===== src/rtl/fare_meter.sv =====
// Taximeter trip FSM with distance-based fare accumulation and a serial binary-to-BCD converter.
// Optional build macro FARE_NIGHT_SURCHARGE_EN adds a night input that raises base fare and step by one fifth.
module fare_meter #(
    parameter int BASE_FARE_NORMAL  = 3800,
    parameter int BASE_FARE_PREMIUM = 6500,
    parameter int STEP_NORMAL       = 100,
    parameter int STEP_PREMIUM      = 200,
    parameter int BASE_DIST         = 16,
    parameter int STEP_DIST         = 8,
    parameter int FARE_MAX          = 99999
) (
    input  logic        clk,
    input  logic        reset,
    input  logic        normal,
    input  logic        premium,
    input  logic        stop,
    input  logic        clear,
    input  logic        dist_tick,
`ifdef FARE_NIGHT_SURCHARGE_EN
    input  logic        night,
`endif
    output logic        status,
    output logic        mode_premium,
    output logic [1:0]  trip_state,
    output logic [16:0] fare,
    output logic [19:0] fare_bcd,
    output logic        bcd_valid
);
    localparam int BW = $clog2(BASE_DIST + 1);
    localparam int SW = $clog2(STEP_DIST + 1);
    localparam logic [BW-1:0] C_BASE_DIST = BW'(BASE_DIST);
    localparam logic [SW-1:0] C_STEP_LAST = SW'(STEP_DIST - 1);
    localparam logic [17:0]   C_BN  = 18'(BASE_FARE_NORMAL);
    localparam logic [17:0]   C_BP  = 18'(BASE_FARE_PREMIUM);
    localparam logic [17:0]   C_SN  = 18'(STEP_NORMAL);
    localparam logic [17:0]   C_SP  = 18'(STEP_PREMIUM);
    localparam logic [17:0]   C_MAX = 18'(FARE_MAX);

    typedef enum logic [1:0] {
        S_IDLE    = 2'd0,
        S_DRIVING = 2'd1,
        S_PAY     = 2'd2
    } state_t;

    state_t          r_state;
    logic            r_status;
    logic            r_mode;
    logic            r_night;
    logic [16:0]     r_fare;
    logic [BW-1:0]   r_base_cnt;
    logic [SW-1:0]   r_step_cnt;

    logic            w_night_start;
    logic [17:0]     w_base_n;
    logic [17:0]     w_base_p;
    logic [17:0]     w_start_raw;
    logic [16:0]     w_start_fare;
    logic [17:0]     w_step;
    logic [17:0]     w_sum;
    logic [16:0]     w_fare_inc;

    function automatic logic [17:0] surcharge(input logic [17:0] x);
        return x + x / 18'd5;
    endfunction

`ifdef FARE_NIGHT_SURCHARGE_EN
    assign w_night_start = night;
`else
    assign w_night_start = 1'b0;
`endif

    assign w_base_n     = w_night_start ? surcharge(C_BN) : C_BN;
    assign w_base_p     = w_night_start ? surcharge(C_BP) : C_BP;
    assign w_start_raw  = premium ? w_base_p : w_base_n;
    assign w_start_fare = (w_start_raw > C_MAX) ? C_MAX[16:0] : w_start_raw[16:0];

    // Sum is 18 bits wide so the ceiling compare never sees a wrapped value.
    assign w_step     = r_mode ? (r_night ? surcharge(C_SP) : C_SP)
                               : (r_night ? surcharge(C_SN) : C_SN);
    assign w_sum      = {1'b0, r_fare} + w_step;
    assign w_fare_inc = (w_sum > C_MAX) ? C_MAX[16:0] : w_sum[16:0];

    always_ff @(posedge clk or posedge reset) begin
        if (reset) begin
            r_state    <= S_IDLE;
            r_status   <= 1'b0;
            r_mode     <= 1'b0;
            r_night    <= 1'b0;
            r_fare     <= '0;
            r_base_cnt <= '0;
            r_step_cnt <= '0;
        end else begin
            case (r_state)
                S_IDLE: begin
                    if (premium || normal) begin
                        r_state    <= S_DRIVING;
                        r_status   <= 1'b1;
                        r_mode     <= premium;
                        r_night    <= w_night_start;
                        r_fare     <= w_start_fare;
                        r_base_cnt <= '0;
                        r_step_cnt <= '0;
                    end
                end
                S_DRIVING: begin
                    if (dist_tick) begin
                        if (r_base_cnt != C_BASE_DIST) begin
                            r_base_cnt <= r_base_cnt + 1'b1;
                        end else if (r_step_cnt == C_STEP_LAST) begin
                            r_step_cnt <= '0;
                            r_fare     <= w_fare_inc;
                        end else begin
                            r_step_cnt <= r_step_cnt + 1'b1;
                        end
                    end
                    if (stop) begin
                        r_state <= S_PAY;
                    end
                end
                S_PAY: begin
                    if (clear) begin
                        r_state    <= S_IDLE;
                        r_status   <= 1'b0;
                        r_mode     <= 1'b0;
                        r_night    <= 1'b0;
                        r_fare     <= '0;
                        r_base_cnt <= '0;
                        r_step_cnt <= '0;
                    end
                end
                default: begin
                    r_state  <= S_IDLE;
                    r_status <= 1'b0;
                end
            endcase
        end
    end

    // Double dabble: one shift per cycle, digits >= 5 get +3 before each shift.
    logic        r_bcd_busy;
    logic [4:0]  r_bcd_cnt;
    logic [16:0] r_shift;
    logic [19:0] r_acc;
    logic [16:0] r_last;
    logic [19:0] r_fare_bcd;
    logic        r_bcd_valid;
    logic [19:0] w_acc_adj;
    logic [19:0] w_acc_next;

    always_comb begin
        w_acc_adj = r_acc;
        for (int i = 0; i < 5; i++) begin
            if (r_acc[4*i +: 4] >= 4'd5) begin
                w_acc_adj[4*i +: 4] = r_acc[4*i +: 4] + 4'd3;
            end
        end
    end

    assign w_acc_next = {w_acc_adj[18:0], r_shift[16]};

    always_ff @(posedge clk or posedge reset) begin
        if (reset) begin
            r_bcd_busy  <= 1'b0;
            r_bcd_cnt   <= '0;
            r_shift     <= '0;
            r_acc       <= '0;
            r_last      <= '0;
            r_fare_bcd  <= '0;
            r_bcd_valid <= 1'b1;
        end else if (r_bcd_busy) begin
            r_acc   <= w_acc_next;
            r_shift <= {r_shift[15:0], 1'b0};
            if (r_bcd_cnt == 5'd16) begin
                r_bcd_busy  <= 1'b0;
                r_fare_bcd  <= w_acc_next;
                // A fare change during conversion leaves valid low until the follow-up pass.
                r_bcd_valid <= (r_fare == r_last);
            end else begin
                r_bcd_cnt <= r_bcd_cnt + 1'b1;
            end
        end else if (r_fare != r_last) begin
            r_bcd_busy  <= 1'b1;
            r_bcd_cnt   <= '0;
            r_shift     <= r_fare;
            r_last      <= r_fare;
            r_acc       <= '0;
            r_bcd_valid <= 1'b0;
        end
    end

    assign status       = r_status;
    assign mode_premium = r_mode;
    assign trip_state   = r_state;
    assign fare         = r_fare;
    assign fare_bcd     = r_fare_bcd;
    assign bcd_valid    = r_bcd_valid;
endmodule


===== config.mk =====
export PLATFORM = sky130hd
export DESIGN_NAME = fare_meter
export DESIGN_NICKNAME = d
export VERILOG_FILES = /design/src/rtl/fare_meter.sv
export SDC_FILE = /design/constraint.sdc
export NUM_CORES = 1
export LEC_CHECK = 0
export CAP_MARGIN = 5
export CORE_UTILIZATION = 35
export DETAILED_ROUTE_END_ITERATION = 7
export SLEW_MARGIN = 10
export SYNTH_ARGS = -nofsm -noshare
export SYNTH_HDL_FRONTEND = slang
export SYNTH_SLANG_ARGS = --single-unit

===== constraint.sdc =====
create_clock -name clk -period 4 [get_ports clk]
set_input_delay 0.6 -clock clk [delete_from_list [all_inputs] [get_ports clk]]
set_output_delay 0.6 -clock clk [all_outputs]
set_load 0.01 [all_outputs]

==> results.sh <==
export IMPL_grt_max_degree=71
export IMPL_post_route_period_util_pct=83.8
export IMPL_place_area_sq_mm=0.00653
export IMPL_track_usage_pct=17.1
export IMPL_ys_types=58
export IMPL_drive_above_1_share_pct=8.54
export IMPL_maxCapViolCount=0
export IMPL_cts_sinks=109
export IMPL_holdPathStages=2
export IMPL_leakage_nw=2.82
export IMPL_grt_overflow=0
export IMPL_dieWidth_microns=131
export IMPL_crit_path_frequent_cell="a2111oi_0"
export IMPL_critPathKind="register to register"
export IMPL_pwr_density_cell_mw_per_mm2=767
export IMPL_syn2layout_area_growth_pct=16.7
export IMPL_synth_avg_cell_area_sq_um=9.47
export IMPL_routabilityCongestion=0.917
export IMPL_postRouteAntennaNets=0
export IMPL_dp_cells=856
export IMPL_seqCellArea_sq_mm=0.00273
export IMPL_holdPathEnd="fare_bcd[17]"
export IMPL_cts_buffers=9
export IMPL_vias=4596
export IMPL_std_cell_rows=46
export IMPL_tightest_slew_ps=917
export IMPL_hold_viol=0
export IMPL_cts_root_buf="clkbuf_16"
export IMPL_total_power_mw=5.22
export IMPL_seq_area_frac_synth_pct=46.8
export IMPL_synth_flop_cell="dfrtp_1"
export IMPL_htreeDepth=3
export IMPL_drtPass1Iterations=5
export IMPL_holdWs_ps=480
export IMPL_worstReg2RegEnd="fare[14]"
export IMPL_critPathMaxFanout=7
export IMPL_cts_resized=0
export IMPL_stdcell_count=872
export IMPL_drc=0
export IMPL_vdd_drop_max_mv=0.371
export IMPL_grt_pass1_wl_mm=22.7
export IMPL_cpPeakStageDelay_ps=860
export IMPL_vias_per_cell=5.27
export IMPL_syn_nets=645
export IMPL_rrSetupSlack_ps=650
export IMPL_worstSetupEndpointType="register"
export IMPL_cp_start_kind="register"
export IMPL_timing_final_crit_period_ps=3350
export IMPL_clk_latency_ps=350
export IMPL_cts_max_path_buffers=2
export IMPL_finClkSkew_ps=9.11
export IMPL_cts_tree="yes"
export IMPL_wl_per_cell_microns=15.4
export IMPL_fillers=1541
export IMPL_syn_inst=615
export IMPL_netlist_area_sq_mm=0.00583
export IMPL_synth_edf_count=0
export IMPL_drtIter0Drc=231
export IMPL_tns_ps=0
export IMPL_drt_total_wl_mm=13.4
export IMPL_status="finished, final reports clean"
export IMPL_design_area_sq_mm=0.00680
export IMPL_ios=49
export IMPL_hold_start="fare_bcd[17]"
export IMPL_clk_transition_reported_paths_ps=70
export IMPL_required_ps=4230
export IMPL_reg2regPathDepth=11
export IMPL_hold_class="register to register"
export IMPL_synthArstFlopShare_pct=100
export IMPL_cp_top_family="compound AO/OA/AOI/OAI gates"
export IMPL_design_die_area_sq_mm=0.0172
export IMPL_fmax_mhz=298
export IMPL_grt_pass1_vias=4649
export IMPL_postCtsSetupBuffers=0
export IMPL_num_antenna_cells=0
export IMPL_crit_slowest_cell="a2111oi_0"
export IMPL_portBuffers=48
export IMPL_critPathBufInv=1
export IMPL_final_nets=681
export IMPL_die_h_microns=131
export IMPL_antenna_found_initial=0
export IMPL_maxSlewHeadroom_pct=37.3
export IMPL_yosys_register_bits=109
export IMPL_dpl_hpwl_mm=9.72
export IMPL_start_util_pct=36.3
export IMPL_r2r_start="mode_premium"
export IMPL_multi_input_area_sq_mm=0.00288
export IMPL_slew_violations=0
export IMPL_coreArea_sq_mm=0.0161
export IMPL_setup_viol=0
export IMPL_crit_arrival_ps=3580
export IMPL_path_cells="inv_1 > ha_1 > fa_1 > nand3_1 > a2111oi_0 > a2111oi_0 > o22a_1 > o22a_2 > nand3_2 > nor3_1 > a211o_1"
export IMPL_rsz0062_at_grt="no"
export IMPL_cts_hold_buf=0
export IMPL_synth_warnings=0
Yosys cell counts, types with 2 or more instances:
cell         n  share of area (%)
dfrtp_1    108                 46
o21ai_0     77                6.6
nand2_1     64                4.1
nor2_1      41                2.6
a21oi_1     40                3.4
inv_1       28                1.8
nand3_1     28                2.4
xnor2_1     24                3.6
ha_1        22                4.7
clkbuf_1    21                1.4
mux2_2      21                4.1
mux2i_1     16                2.7
nor3_1      11               0.94
nor3b_1     11                1.4
nand2b_1     8               0.86
nand4_1      8               0.86
o31ai_1      6               0.77
and3_1       5               0.54
buf_2        5               0.43
o211ai_1     5               0.64
or3_1        5               0.54
a211o_1      4               0.60
nor2b_1      4               0.43
xor2_1       4               0.60
a21o_1       3               0.39
a221o_1      3               0.52
a31oi_1      3               0.32
and2_1       3               0.32
o22a_1       3               0.45
a2111oi_0    2               0.30
and4_1       2               0.30
buf_1        2               0.13
nor4_1       2               0.21
or2_2        2               0.21
routing by layer:
metal  share of wire (%)  track usage (%)
met1                  46             21.1
met5                   0                0
met4                 2.1             6.42
met2                  49             29.4
met3                 3.2             3.30
how the worst max path moves through the flow:
stage / startpoint / to / cells past startpoint
6_report: mode_premium / fare[14] / 11
3_3_place_gp: mode_premium / fare[14] / 11
4_1_cts: mode_premium / fare[14] / 11
5_1_grt: mode_premium / fare[14] / 11
3_5_place_dp: mode_premium / fare[14] / 11
2_1_floorplan: reset / fare[0] / 1
tightest hold or removal path, cell delays in order, from the launching register on:
cell	delay (ps)
dfrtp_1	340
nand2_1	40
o21ai_0	60
cells in the final DEF, fill, tap and decap left out, drive strengths merged, types with 5 or more instances in the layout:
master | synthesis | routed
nor3 | 11 | 11
clkdlybuf4s50 | 0 | 48
clkbuf | 21 | 9
nand4 | 8 | 8
o21ai | 78 | 78
buf | 9 | 7
and3 | 5 | 5
nand2 | 64 | 64
o31ai | 6 | 6
dfrtp | 108 | 108
ha | 22 | 22
or3 | 5 | 5
inv | 28 | 31
nand3 | 29 | 29
a21oi | 41 | 41
nand2b | 8 | 8
mux2 | 21 | 21
nor3b | 11 | 11
xnor2 | 24 | 24
nor2 | 41 | 41
mux2i | 16 | 16
o211ai | 6 | 6
flip-flops by register name, summed over array words and instances (netlist names):
register      count
fare_bcd         20
r_acc            20
r_shift          17
fare             16
r_last           16
r_base_cnt        5
r_bcd_cnt         5
r_step_cnt        4
trip_state        2
bcd_valid         1
mode_premium      1
r_bcd_busy        1
status            1
through the flow:
step | setup slack (ps) | util, %
after floorplan | 528 | -
after global placement | 843 | 40.6
after detailed placement | 732 | 40.6
after CTS | 698 | 42.4
after global routing | 536 | 42.4
final | 650 | 42.4
power breakdown:
part           internal, mW  switching, mW  total [mW]  leakage [nW]
combinational          1.12           1.31        2.44          1.28
clock                 0.426          0.407       0.832         0.136
sequential             1.51          0.443        1.95          1.40
total                  3.06           2.16        5.22          2.82
logic make-up (layout without fill, tap and decap cells):
family	after synthesis	count (layout)	synth area share, %
AO/OA/AOI/OAI	162	162	16.7
AND/OR/NAND/NOR	198	198	16.4
XOR/XNOR	28	28	4.21
buffers and inverters	58	99	4.04
adder cells (fa/ha/maj)	23	23	5.07
multiplexers	37	37	6.81
flip-flops	109	109	46.8
area by class of cell:
cell class	instances	share of cell area, %
multi-input combinational	448	42.3
sequential	109	40.1
timing repair buffer	55	8.02
tap	216	3.97
clock buffer	9	3.31
inverter	28	1.58
clock inverter	7	0.717
(Power assumes the default switching activity.)
